### config.mk
export PLATFORM = sky130hd
export DESIGN_NAME = sequential_divider
export DESIGN_NICKNAME = d
export VERILOG_FILES = /design/src/rtl/sequential_divider.sv
export SDC_FILE = /design/constraint.sdc
export NUM_CORES = 1
export LEC_CHECK = 0
export CAP_MARGIN = 20
export CORE_UTILIZATION = 48
export DETAILED_ROUTE_END_ITERATION = 6
export PLACE_DENSITY = 0.76
export SKIP_LAST_GASP = 1
export SYNTH_ARGS = -nofsm -noshare
export SYNTH_HDL_FRONTEND = slang
export SYNTH_SLANG_ARGS = --single-unit
### constraint.sdc
create_clock -name clk -period 1.87 [get_ports clk]
set_input_delay 0.187 -clock clk [delete_from_list [all_inputs] [get_ports clk]]
set_output_delay 0.187 -clock clk [all_outputs]
set_load 0.1 [all_outputs]
### src/rtl/sequential_divider.sv
// Radix-2 restoring divider: 16-bit dividend by 8-bit divisor, one quotient bit per clock.
// Results are held in dedicated output registers so they stay stable while the next division runs.
module sequential_divider (
    input  logic        clk,
    input  logic        rst_n,
    input  logic        start,
    input  logic [15:0] dividend,
    input  logic [7:0]  divisor,
    output logic        busy,
    output logic        done,
    output logic [15:0] quot,
    output logic [7:0]  rem,
    output logic        div_by_zero
);

    typedef enum logic [1:0] {StIdle, StRun, StDone} state_t;

    state_t      r_state;
    state_t      w_state_next;
    logic [15:0] r_dvd;
    logic [7:0]  r_dsr;
    logic [8:0]  r_prem;
    logic [4:0]  r_cnt;
    logic [15:0] r_quot;
    logic [7:0]  r_rem;
    logic        r_dbz;

    logic [8:0]  w_shift;
    logic [8:0]  w_prem_next;
    logic        w_qbit;
    logic        w_last;
    logic        w_accept;

    // r_prem[8] set would mean the shifted value exceeds any 8-bit divisor.
    always_comb begin
        w_shift     = {r_prem[7:0], r_dvd[15]};
        w_qbit      = r_prem[8] | (w_shift >= {1'b0, r_dsr});
        w_prem_next = w_qbit ? (w_shift - {1'b0, r_dsr}) : w_shift;
        w_last      = (r_cnt == 5'd15);
        w_accept    = start && (r_state != StRun);
    end

    always_comb begin
        w_state_next = r_state;
        unique case (r_state)
            StIdle: if (start) w_state_next = (divisor == 8'd0) ? StDone : StRun;
            StRun:  if (w_last) w_state_next = StDone;
            StDone: begin
                if (start) w_state_next = (divisor == 8'd0) ? StDone : StRun;
                else       w_state_next = StIdle;
            end
            default: w_state_next = StIdle;
        endcase
    end

    always_ff @(posedge clk or negedge rst_n) begin
        if (!rst_n) r_state <= StIdle;
        else        r_state <= w_state_next;
    end

    always_ff @(posedge clk or negedge rst_n) begin
        if (!rst_n) begin
            r_dvd  <= '0;
            r_dsr  <= '0;
            r_prem <= '0;
            r_cnt  <= '0;
            r_quot <= '0;
            r_rem  <= '0;
            r_dbz  <= 1'b0;
        end else if (w_accept) begin
            r_dvd  <= dividend;
            r_dsr  <= divisor;
            r_prem <= '0;
            r_cnt  <= '0;
            if (divisor == 8'd0) begin
                r_quot <= 16'hFFFF;
                r_rem  <= 8'hFF;
                r_dbz  <= 1'b1;
            end
        end else if (r_state == StRun) begin
            r_dvd  <= {r_dvd[14:0], w_qbit};
            r_prem <= w_prem_next;
            r_cnt  <= r_cnt + 5'd1;
            if (w_last) begin
                r_quot <= {r_dvd[14:0], w_qbit};
                r_rem  <= w_prem_next[7:0];
                r_dbz  <= 1'b0;
            end
        end
    end

    assign busy        = (r_state == StRun);
    assign done        = (r_state == StDone);
    assign quot        = r_quot;
    assign rem         = r_rem;
    assign div_by_zero = r_dbz;

endmodule

==> flow_summary.toml, run 1 <==
[outcome]
outcome = "finished with violations"
failed_checks = "design-rule violations, negative setup slack"

[detailed_routing]
drtPass1Iterations = 6
ant_nets = 0
vias = 2899
drt_iter0_markers = 202
via_per_inst = 5.76
drc_errors = 8
wirelength_mm = 9.01
wl_per_cell_um = 17.9

[timing]
setup_tns_ns = -2.91
finalWorstSetupSlack_ns = -0.282
min_period_over_period_pct = 115
max_freq_ghz = 0.465
finClkSkew_ns = 0.0110
fin_crit_ns = 2.15
setup_viol_count_final = 19
finalHoldViolations = 0
rsz0062_at_grt = "true"
maxSlewHeadroom_pct = 64.9
max_slew.worst_pin.slew_ns = 0.526
final_max_slew_viol_count = 0

[final_layout]
layout.cells.non_filler = 503
drive_gt1_share_pct = 38.3
num_antenna_cells = 0
synthToLayoutAreaGrowth_pct = 45.1
fin_util_pct = 73.1
final_nets = 459
final_cell_mix = "buf_4 (84), dfrtp_1 (64), nand2_1 (27), o21ai_0 (26), clkdlybuf4s50_1 (25)"
final_common_cell = "buf_4"

[global_routing]
grtUsageTotal_pct = 24.4
grt_max_degree = 34
antenna_found_initial = 0
grt_first_pass_wirelength_mm = 13.6
grt_overflow = 0
grt_pass1_vias = 2913

[setup_path]
regToRegSetupSlack_ns = -0.28
cp-start-kind = "flip-flop"
timing.critical_path.to_type = "flip-flop"
critPathKind = "flip-flop to flip-flop"
worstReg2RegEnd = "r_prem[7]"
crit_fanout = 4
worst_path_most_repeated_cell = "buf_4"
cp_slowest_cell = "dfrtp_1"
slowest_delay_ns = 0.39
critPathTopFamily = "compound AO/OA/AOI/OAI gates"
worstPathCellList = "inv_2 > ha_4 > buf_4 > nand2b_4 > a211oi_4 > buf_4 > o21bai_1 > a311oi_2 > a22o_1"
cp_data_arrival_time_ns = 2.44
r2r-start = "r_dvd[15]"
worstRegToRegCells = 9
worstPathRequired_ns = 2.16
path_buf_inv = 3

[yosys]
synth_area_leader_cell = "dfrtp_1"
ys_warn_count = 0
yosysUniqueCellTypes = 53
synth_cells = 307
synth-seq-cells = 65
synth_nets = 345
synth_ff_type = "dfrtp_1"
synth_top_area_share_pct = 50.3
yosysSeqAreaShare_pct = 50.3
synthesis.area_um2 = 3230
synth_enable_flop_cells = 0
synthTopCellsByArea = "dfrtp_1 (50%), o21ai_0 (5.0%), mux2i_1 (4.6%), o22a_1 (4.3%), ha_1 (3.9%)"
async_flop_share_pct = 100
avgSynthCellArea_um2 = 10.5

[run]
maxCapViolCount = 0

[floorplanning]
num_rows = 29
die_w_um = 84.1
core-area_um2 = 6420
die_area_um2 = 7070
pin_count = 54
die_y_um = 84.1
initial_core_util_pct = 50.4

[placement]
dpl.cell_count = 469
post-place-ws_ns = -0.249
post-dp-hpwl_mm = 5.71
gp_congestion = 0.829
portBuffers = 53

[hold_path]
hp-class = "primary input to asynchronous set/reset pin"

[clocking]
htree_levels = 3
cts_num_sinks = 65
cts_inserted_buffers = 9
clockBufferDepth = 2
clock_tree.root_cell = "clkbuf_8"
clock_latency_ns = 0.35
cts_tree = "built"
path_clk_slew_ns = 0.08
layer usage:
layer  vias up  wire length [um]  global-route usage, %
li1       1344                 -                      -
met1      1429              3860                   31.4
met2       108              4470                   39.7
met3        18               501                   5.93
met4         0               171                   9.72
met5         -                 0                      0
synth_stat cells (2+ instances only):
cell type / n
a21oi_1: 11
a22o_1: 2
a31oi_1: 6
a32o_1: 2
a32oi_1: 3
and2_1: 4
and3_1: 2
buf_2: 8
buf_4: 2
clkbuf_1: 7
dfrtp_1: 65
ha_1: 10
inv_1: 13
mux2_2: 8
mux2i_1: 15
nand2_1: 29
nand2b_1: 3
nand3_1: 5
nand4_1: 3
nor2_1: 14
nor2_2: 2
nor2b_1: 2
nor3_1: 5
nor3b_1: 2
nor4_1: 3
o21ai_0: 32
o21ai_1: 2
o21ai_2: 2
o21bai_1: 3
o22a_1: 16
o31ai_1: 2
or3_1: 2
xor2_1: 2
area by class of cell:
type                            instances  area, um2
Fill cell                             410       1730
Clock buffer                           10        138
Timing Repair Buffer                  120       1030
Clock inverter                          6       43.8
Sequential cell                        65       1630
Tap cell                               77       96.3
Multi-Input combinational cell        212       1710
Inverter                               13       48.8
cells by family (layout without fill, tap and decap cells):
logic type / after synthesis / after routing / share of synthesized area (%)
AOI/OAI and AO/OA: 97 / 98 / 21.2
buffers and inverters: 31 / 149 / 4.37
muxes: 23 / 23 / 7.43
xor gates and xnor gates: 3 / 3 / 0.813
DFF: 65 / 65 / 50.3
adders and majority gates: 11 / 11 / 4.49
and+or+nand+nor: 77 / 77 / 11.4
metrics by stage:
| step | cell area [um2] | hold WS [ns] |
|---|---|---|
| CTS | 4430 | 0.351 |
| finish | 4690 | 0.340 |
| floorplan | 3240 | -0.109 |
| detailed placement | 4130 | 0.186 |
| global placement | 4130 | 0.174 |
| global route | 4690 | 0.390 |
how the worst max path moves through the flow:
| stage | from | end | cells after the start |
|---|---|---|---|
| after CTS | r_dvd[15] | r_prem[8] | 9 |
| final | r_dvd[15] | r_prem[7] | 9 |
| after detailed placement | r_dvd[15] | r_prem[8] | 9 |
| after floorplan | r_dvd[15] | r_prem[8] | 9 |
| after global routing | r_dvd[15] | rem[4] | 9 |
| after global placement | r_dvd[15] | r_prem[8] | 9 |
what timing repair did:
action                                  CTS  global route
buffers inserted                          5            11
cloned                                    0             2
gates resized for setup                  13            41
endpoints found under the setup margin   18            35
hold buffers                              1             0
endpoints found under the hold margin    20             0
pin swaps                                 8            18
sequential cells by signal (all words and copies together), names as in the netlist:
signal	flops
r_dvd	16
r_cnt	5
r_state	2
quot	16
r_prem	9
rem	8
r_dsr	8
div_by_zero	1
Power of run 1 is left out: the tool's default activity adds up to more than one toggle a clock period on the data nets, which glitch-free logic cannot reach.
==> run 2, diff against run 1 <==
--- a/config.mk
+++ b/config.mk
@@ -5,8 +5,9 @@
 export SDC_FILE = /design/constraint.sdc
 export NUM_CORES = 1
 export LEC_CHECK = 0
+export ABC_AREA = 1
 export CAP_MARGIN = 20
-export CORE_UTILIZATION = 48
+export CORE_UTILIZATION = 50
 export DETAILED_ROUTE_END_ITERATION = 6
 export PLACE_DENSITY = 0.76
 export SKIP_LAST_GASP = 1
==> constraint.sdc (replaced) <==
create_clock -name clk -period 2.1 [get_ports clk]
set_input_delay 0.21 -clock clk [delete_from_list [all_inputs] [get_ports clk]]
set_output_delay 0.21 -clock clk [all_outputs]
set_load 0.1 [all_outputs]
==> run 2 against run 1 <==
The run now ends clean. Count of clock-buffer cells in the layout down 1. Setup slack better by 0.46 ns. Die area down 4.2%. Cell count up 6.0%.
==> flow_summary.toml, run 2 <==
[detailed_routing]
vias = 2761
drt_iter0_markers = 168
wl_per_cell_um = 13.8
via_per_inst = 5.18
ant_nets = 0
wirelength_mm = 7.36
drtPass1Iterations = 4
drc_errors = 0

[clocking]
cts_tree = "built"
cts_num_sinks = 65
clock_tree.root_cell = "clkbuf_8"
path_clk_slew_ns = 0.08
clock_latency_ns = 0.35
clockBufferDepth = 2
htree_levels = 3
cts_inserted_buffers = 9

[yosys]
avgSynthCellArea_um2 = 8.23
synth_nets = 430
synthesis.area_um2 = 3220
synth_common_cells = "nand2_1 (107), dfrtp_1 (65), inv_1 (53)"
synth_cells = 392
synth-seq-cells = 65
synth_ff_type = "dfrtp_1"
async_flop_share_pct = 100
synth_enable_flop_cells = 0
ys_warn_count = 0
synth_area_leader_cell = "dfrtp_1"
synth.most_common_cell = "nand2_1"
synthTopCellsByArea = "dfrtp_1 (50%), nand2_1 (12%), inv_1 (6.2%), nand3_1 (4.2%), ha_1 (3.9%)"
yosysUniqueCellTypes = 30
yosysSeqAreaShare_pct = 50.4
synth_top_area_share_pct = 50.4

[placement]
gp_congestion = 0.897
post-dp-hpwl_mm = 5.24
portBuffers = 53

[run]
maxCapViolCount = 0

[setup_path]
crit_fanout = 12
cp_data_arrival_time_ns = 2.21
worstPathRequired_ns = 2.38
timing.critical_path.to_type = "flip-flop"
cp-start-kind = "flip-flop"
critPathKind = "flip-flop to flip-flop"

[final_layout]
final_nets = 491
synthToLayoutAreaGrowth_pct = 24.5
final_common_cell = "nand2_1"
final_cell_mix = "nand2_1 (107), dfrtp_1 (65), inv_1 (53), buf_4 (34), nor2_1 (33)"
num_antenna_cells = 0
drive_gt1_share_pct = 14.8

[timing]
final_max_slew_viol_count = 0
setup_viol_count_final = 0
min_period_over_period_pct = 91.6
finClkSkew_ns = 0.0105
maxSlewHeadroom_pct = 77.1
max_freq_ghz = 0.520
fin_crit_ns = 1.92
rsz0062_at_grt = "false"
finalHoldViolations = 0
max_slew.worst_pin.slew_ns = 0.343
setup_tns_ns = 0

[floorplanning]
initial_core_util_pct = 53.2
pin_count = 54
die_w_um = 82.3
core-area_um2 = 6060
num_rows = 28
die_y_um = 82.3
die_area_um2 = 6770

[global_routing]
grt_max_degree = 66
grt_pass1_vias = 2650
grt_overflow = 0
grtUsageTotal_pct = 24.6
antenna_found_initial = 0
grt_first_pass_wirelength_mm = 12.3

[outcome]
outcome = "finished clean"

[hold_path]
hp-class = "primary input to asynchronous set/reset pin"
==> run 2: changes by cell type after synthesis, moves of 6 or more <==
cell,change
a31oi_1,-6
nor2_1,+19
inv_1,+40
nand3_1,+22
nand2_1,+78
a21oi_1,+11
mux2_2,-8
mux2i_1,-15
o22a_1,-16
o21ai_0,-20
o221ai_1,+13
==> run 2: final cells by class <==
cell class / instances / area (um2)
clock inverters: 7 / 80.1
flip-flops and latches: 65 / 1630
fillers: 519 / 2050
multi-input cells: 255 / 1310
repair buffers: 63 / 561
well taps: 75 / 93.8
clock buffers: 9 / 124
inverters: 59 / 221
==> run 2: logic make-up (layout without fill, tap and decap cells) <==
group / count (synthesis) / count (layout) / share of synthesized area, %
and+or+nand+nor: 184 / 184 / 24.3
xor gates and xnor gates: 3 / 3 / 0.815
adders and majority gates: 11 / 11 / 4.50
buffers and inverters: 72 / 138 / 8.96
DFF: 65 / 65 / 50.4
AOI/OAI and AO/OA: 57 / 57 / 10.9
==> run 2: layer usage <==
metal / wire length, um / global-route usage, %
met1: 3360 / 31.5
met2: 3550 / 41.3
met3: 359 / 5.49
met4: 83 / 7.89
met5: 0 / 0
==> run 2: worst paths after layout <==
path,slack [ns],cells after the start,endpoint,from
worst min-delay path,0.40,3,r_dsr[2],rst_n
max in group asynchronous,1.41,3,r_dsr[7],rst_n
worst max-delay path,0.18,11,r_prem[4],r_prem[5]
worst max register to register,0.18,11,r_prem[4],r_prem[5]
worst min register to register,0.50,1,r_cnt[3],r_cnt[3]
min in group clk,0.44,3,r_dsr[0],divisor[0]
==> run 2: critical path: stages (launching register included) <==
cell and delay [ns]:
dfrtp_1 0.44, ha_1 0.38, nand2_1 0.09, nor2_1 0.13, nand2_1 0.06, nand2_1 0.11
inv_2 0.10, nand2_2 0.21, nand2_1 0.10, nand2_1 0.08, nand2_1 0.06, nand2_1 0.08
==> run 2: stage by stage <==
stage                     cells  hold WS (ns)  area (um2)  setup slack, ns  util [%]
after floorplan             392       -0.0856        3220            0.118         -
after global placement      516         0.255        3800            0.219      62.7
after detailed placement    516         0.255        3800            0.197      62.7
after CTS                   533         0.422        4020            0.182      66.2
after global routing        533         0.443        4020          0.00908      66.2
final                       533         0.399        4020            0.176      66.2
==> run 2: timing repair <==
action / 4_1_cts / 5_1_grt
endpoints found under the hold margin: 65 / 0
hold buffers: 1 / 0
gates resized for setup: 0 / 0
setup buffers: 0 / 0
Power of run 2 is left out for the same reason.
==> run 3, diff against run 2 <==
--- a/config.mk
+++ b/config.mk
@@ -7,9 +7,9 @@
 export LEC_CHECK = 0
 export ABC_AREA = 1
 export CAP_MARGIN = 20
-export CORE_UTILIZATION = 50
+export CORE_UTILIZATION = 53
 export DETAILED_ROUTE_END_ITERATION = 6
-export PLACE_DENSITY = 0.76
+export PLACE_DENSITY = 0.8
 export SKIP_LAST_GASP = 1
 export SYNTH_ARGS = -nofsm -noshare
 export SYNTH_HDL_FRONTEND = slang
==> run 3 against run 2 <==
Critical path depth is the same. Core utilization grew 1.8 points. Final area shrank 0.25%. Die area shrank 5.5%. Sequential share of layout area grew 0.10 points. Setup slack lost 0.0091 ns. Count of clock-buffer cells in the layout grew 1. Fmax shrank 0.47%. Routed wire length shrank 2.1%. Highest routed layer unchanged.
==> flow_summary.toml, run 3 (same netlist as run 2, synthesis figures left out) <==
[clocking]
htree_levels = 3
clock_latency_ns = 0.35
cts_tree = "built"
clockBufferDepth = 2
clock_tree.root_cell = "clkbuf_8"
cts_inserted_buffers = 9
path_clk_slew_ns = 0.07
cts_num_sinks = 65

[floorplanning]
die_y_um = 80.0
initial_core_util_pct = 54.8
die_area_um2 = 6400
core-area_um2 = 5890
num_rows = 28
pin_count = 54
die_w_um = 80.0

[global_routing]
antenna_found_initial = 0
grt_pass1_vias = 2744
grt_first_pass_wirelength_mm = 12.3
grt_overflow = 0
grt_busiest_layer = "met2"
grt_max_degree = 66
met3_usage_pct = 4.23
grtUsageMet1_pct = 33.3
grtUsageMet2_pct = 40.5
grtUsageTotal_pct = 25.5

[setup_path]
timing.critical_path.to_type = "flip-flop"
worstPathRequired_ns = 2.35
cp_data_arrival_time_ns = 2.19
critPathKind = "flip-flop to flip-flop"
cp-start-kind = "flip-flop"
crit_fanout = 19

[outcome]
outcome = "finished clean"

[detailed_routing]
drc_errors = 0
wirelength_mm = 7.21
drt_iter0_markers = 209
wl_per_cell_um = 13.6
vias = 2759
via_per_inst = 5.20
drtPass1Iterations = 4
ant_nets = 0

[timing]
rsz0062_at_grt = "true"
max_freq_ghz = 0.517
maxSlewHeadroom_pct = 76.9
min_period_over_period_pct = 92.1
setup_viol_count_final = 0
fin_crit_ns = 1.93
finalHoldViolations = 0
finClkSkew_ns = 0.00735
final_max_slew_viol_count = 0
setup_tns_ns = 0
max_slew.worst_pin.slew_ns = 0.347

[final_layout]
final_cell_mix = "nand2_1 (107), dfrtp_1 (65), inv_1 (53), nor2_1 (33), buf_4 (33)"
synthToLayoutAreaGrowth_pct = 24.2
drive_gt1_share_pct = 14.7
final_common_cell = "nand2_1"
nFillCells = 485
num_antenna_cells = 0
final_nets = 490

[hold_path]
hp-class = "primary input to asynchronous set/reset pin"

[placement]
gp_congestion = 0.903
post-dp-hpwl_mm = 4.99
portBuffers = 53

[run]
maxCapViolCount = 0
==> run 3: worst paths after layout <==
kind / start / endpoint / slack (ns) / cells past startpoint
min: rst_n / r_dsr[3] / 0.39 / 3
min in group clk: dividend[3] / r_dvd[3] / 0.44 / 3
max: r_cnt[0] / rem[6] / 0.17 / 11
max in group asynchronous: rst_n / rem[3] / 1.42 / 3
min reg2reg: r_prem[8] / r_prem[8] / 0.51 / 2
max reg2reg: r_cnt[0] / rem[6] / 0.17 / 11
==> run 3: timing repair <==
item | in CTS | in global routing
hold buffers | 1 | 0
buffers inserted | 0 | 0
hold endpoints to repair | 65 | 0
gates resized for setup | 0 | 2
endpoints found under the setup margin | 0 | 4
==> run 3: final cells by class <==
type | instances | area [um2] | share of cell area, %
Clock buffer | 10 | 138 | 3.44
Clock inverter | 5 | 56.3 | 1.41
Inverter | 59 | 221 | 5.53
Multi-Input combinational cell | 255 | 1320 | 32.9
Sequential cell | 65 | 1630 | 40.6
Tap cell | 75 | 93.8 | 2.34
Timing Repair Buffer | 62 | 553 | 13.8
==> run 3: metrics by stage <==
stage	worst slack, ns	std cells	hold slack [ns]	utilization (%)	cell area [um2]
detailed placement	0.159	515	0.248	64.5	3790
global placement	0.194	515	0.249	64.5	3790
global route	-0.00187	531	0.460	68.0	4010
floorplan	0.118	392	-0.0856	-	3220
finish	0.167	531	0.386	68.0	4010
CTS	0.118	531	0.417	67.9	4000
==> run 3: critical path: stages, from the launching register on <==
cell and delay [ns]:
dfrtp_1 0.41, ha_1 0.22, nand2_1 0.09, nor2_1 0.05, ha_1 0.19, nand2_2 0.10
inv_2 0.05, a21oi_2 0.15, inv_2 0.17, or2_2 0.31, nand2_1 0.07, inv_1 0.04
==> run 3: metal layers <==
metal	vias up	routed length, um
li1	1377	-
met1	1300	3320
met2	66	3370
met3	16	356
met4	0	159
met5	-	0
Power of run 3 is left out for the same reason.
==> RTL change, RTL diff (config.mk and constraints of run 2) <==
Put a register stage on the outputs `busy` and `done`. The values now appear one clock later. The other outputs are not delayed to match.
--- a/src/rtl/sequential_divider.sv
+++ b/src/rtl/sequential_divider.sv
@@ -90,6 +90,8 @@
     end
 
-    assign busy        = (r_state == StRun);
-    assign done        = (r_state == StDone);
+    always_ff @(posedge clk) begin
+        busy <= (r_state == StRun);
+        done <= (r_state == StDone);
+    end
     assign quot        = r_quot;
     assign rem         = r_rem;
Behaviour: not the same (a bounded check fails within 4 cycles, from zero or initial values and one cycle with rst_n low).
==> RTL change against run 2 <==
  * Wire length decreased by 0.57%
  * Clock skew decreased by 0.0022 ns
  * Setup slack improved by 0.028 ns
  * Global-route usage decreased by 1.8 points
  * Synthesized area increased by 1.2%
  * Final area increased by 0.87%
  * Sequential share of layout area increased by 0.64 points
  * Final cell count increased by 0.38%
  * Maximum frequency increased by 1.5%
  * Sequential cell count increased by 2
  * Utilization decreased by 2.1 points
  * Critical endpoint is now rem[5]$_DFFE_PN0P_
  * Largest cell class unchanged
Power is left out: the tool's default activity adds up to more than one toggle a clock period on the data nets, which glitch-free logic cannot reach.
==> RTL change: results (changes against run 2) <==
run_status:
  status: "completed"
layout:
  final-nonclk-buf-share_pct: 13.2  # -0.80 points
  diodes: 0  # unchanged
  buffers_excl_clock: 61  # -3.2%
  multi_input_area_mm2: 0.00131  # unchanged
  nFillCells: 559  # +7.7%
  seq_area_mm2: 0.00167  # +2.5%
  sh_seq_area_pct: 41.1  # +0.64 points
  seq_cells: 67  # +3.1%
  nClkBuffers: 10  # +1
  finalNonFillerCells: 535  # +0.38%
  drive_gt1_share_pct: 14.4  # -0.44 points
  clock_area_share_pct: 5.53  # +0.45 points
sta:
  holdWs_ns: 0.400  # +0.000370 ns
  worst_pin_slew_ns: 0.357  # +0.0133 ns
  fin_crit_sh_pct: 90.3  # -1.3 points
  finClkSkew_ns: 0.00823  # -0.00225 ns
routing:
  drtIter0Drc: 143  # -15%
  dr_wl_met2_um: 3580  # +0.70%
  via_count: 2775  # +0.51%
  met1Wirelength_um: 3310  # -1.6%
  wl_per_cell_um: 13.7  # -0.94%
  met3WireLength_um: 284  # -21%
  drt_pass1_iterations: 4  # unchanged
logic_synthesis:
  synth_area_per_cell_um2: 8.29  # +0.73%
  synth.area.top_cells: "dfrtp_1, nand2_1, inv_1"
  yosysSeqAreaShare_pct: 51.1  # +0.61 points
  yosysUniqueCellTypes: 31  # +3.3%
  async_flop_share_pct: 97.0  # -3.0 points
  syn_nets: 432  # +0.47%
setup_path:
  timing.rr.end: "rem[5]$_DFFE_PN0P_"
  crit_arrival_ns: 2.13  # -0.08 ns
  rrSetupSlack_ns: 0.20  # +0.03 ns
  r2r-start: "r_cnt[0]$_DFFE_PN0P_"
hold_path:
  min_path_type: "input port to async pin"
placed_design:
  dp.cells: 518  # +0.39%
  dp_slack_ns: 0.226  # +0.0289 ns
  dpl.hpwl_um: 5030  # -4.0%
  placed_cell_area_mm2: 0.00382  # +0.39%
  gp_congestion: 0.921  # +2.7%
clock_network:
  htreeDepth: 3  # unchanged
  cts-buffers-inserted: 9  # unchanged
  cts_resized: 0  # unchanged
  clkLatencyLatePin_ns: 0.34
global_routing:
  grt_pass1_wl_um: 12500  # +2.0%
  grt_use_total_pct: 22.8  # -1.8 points
  use_met2_pct: 36.7  # -4.7 points
  grt_use_met1_pct: 30.9  # -0.60 points
  grt_pass1_vias: 2673  # +0.87%
  grt_use_met3_pct: 4.37  # -1.1 points
die:
  die_w_um: 82.8  # +0.60%
-- RTL change: cell families after synthesis --
kind of cell | Yosys count | synth area share (%)
compound gates | 57 | 10.8
xor+xnor | 3 | 0.805
fa+ha+maj | 11 | 4.45
buf+inv | 72 | 8.85
flops | 67 | 51.1
simple gates | 184 | 24.0
-- RTL change: worst max-delay path, cell delays in order (launching register included) --
cell and delay, ns:
dfrtp_1 0.41, ha_1 0.22, nand2_1 0.08, nor2_1 0.05, ha_1 0.19, nand2_2 0.11
inv_2 0.06, a21oi_2 0.15, inv_2 0.13, or2_2 0.30, nand2_1 0.07, inv_1 0.04
-- RTL change: what timing repair did --
action | 4_1_cts | 5_1_grt
hold endpoints to repair | 65 | 0
setup buffers | 0 | 0
hold buffers | 1 | 0
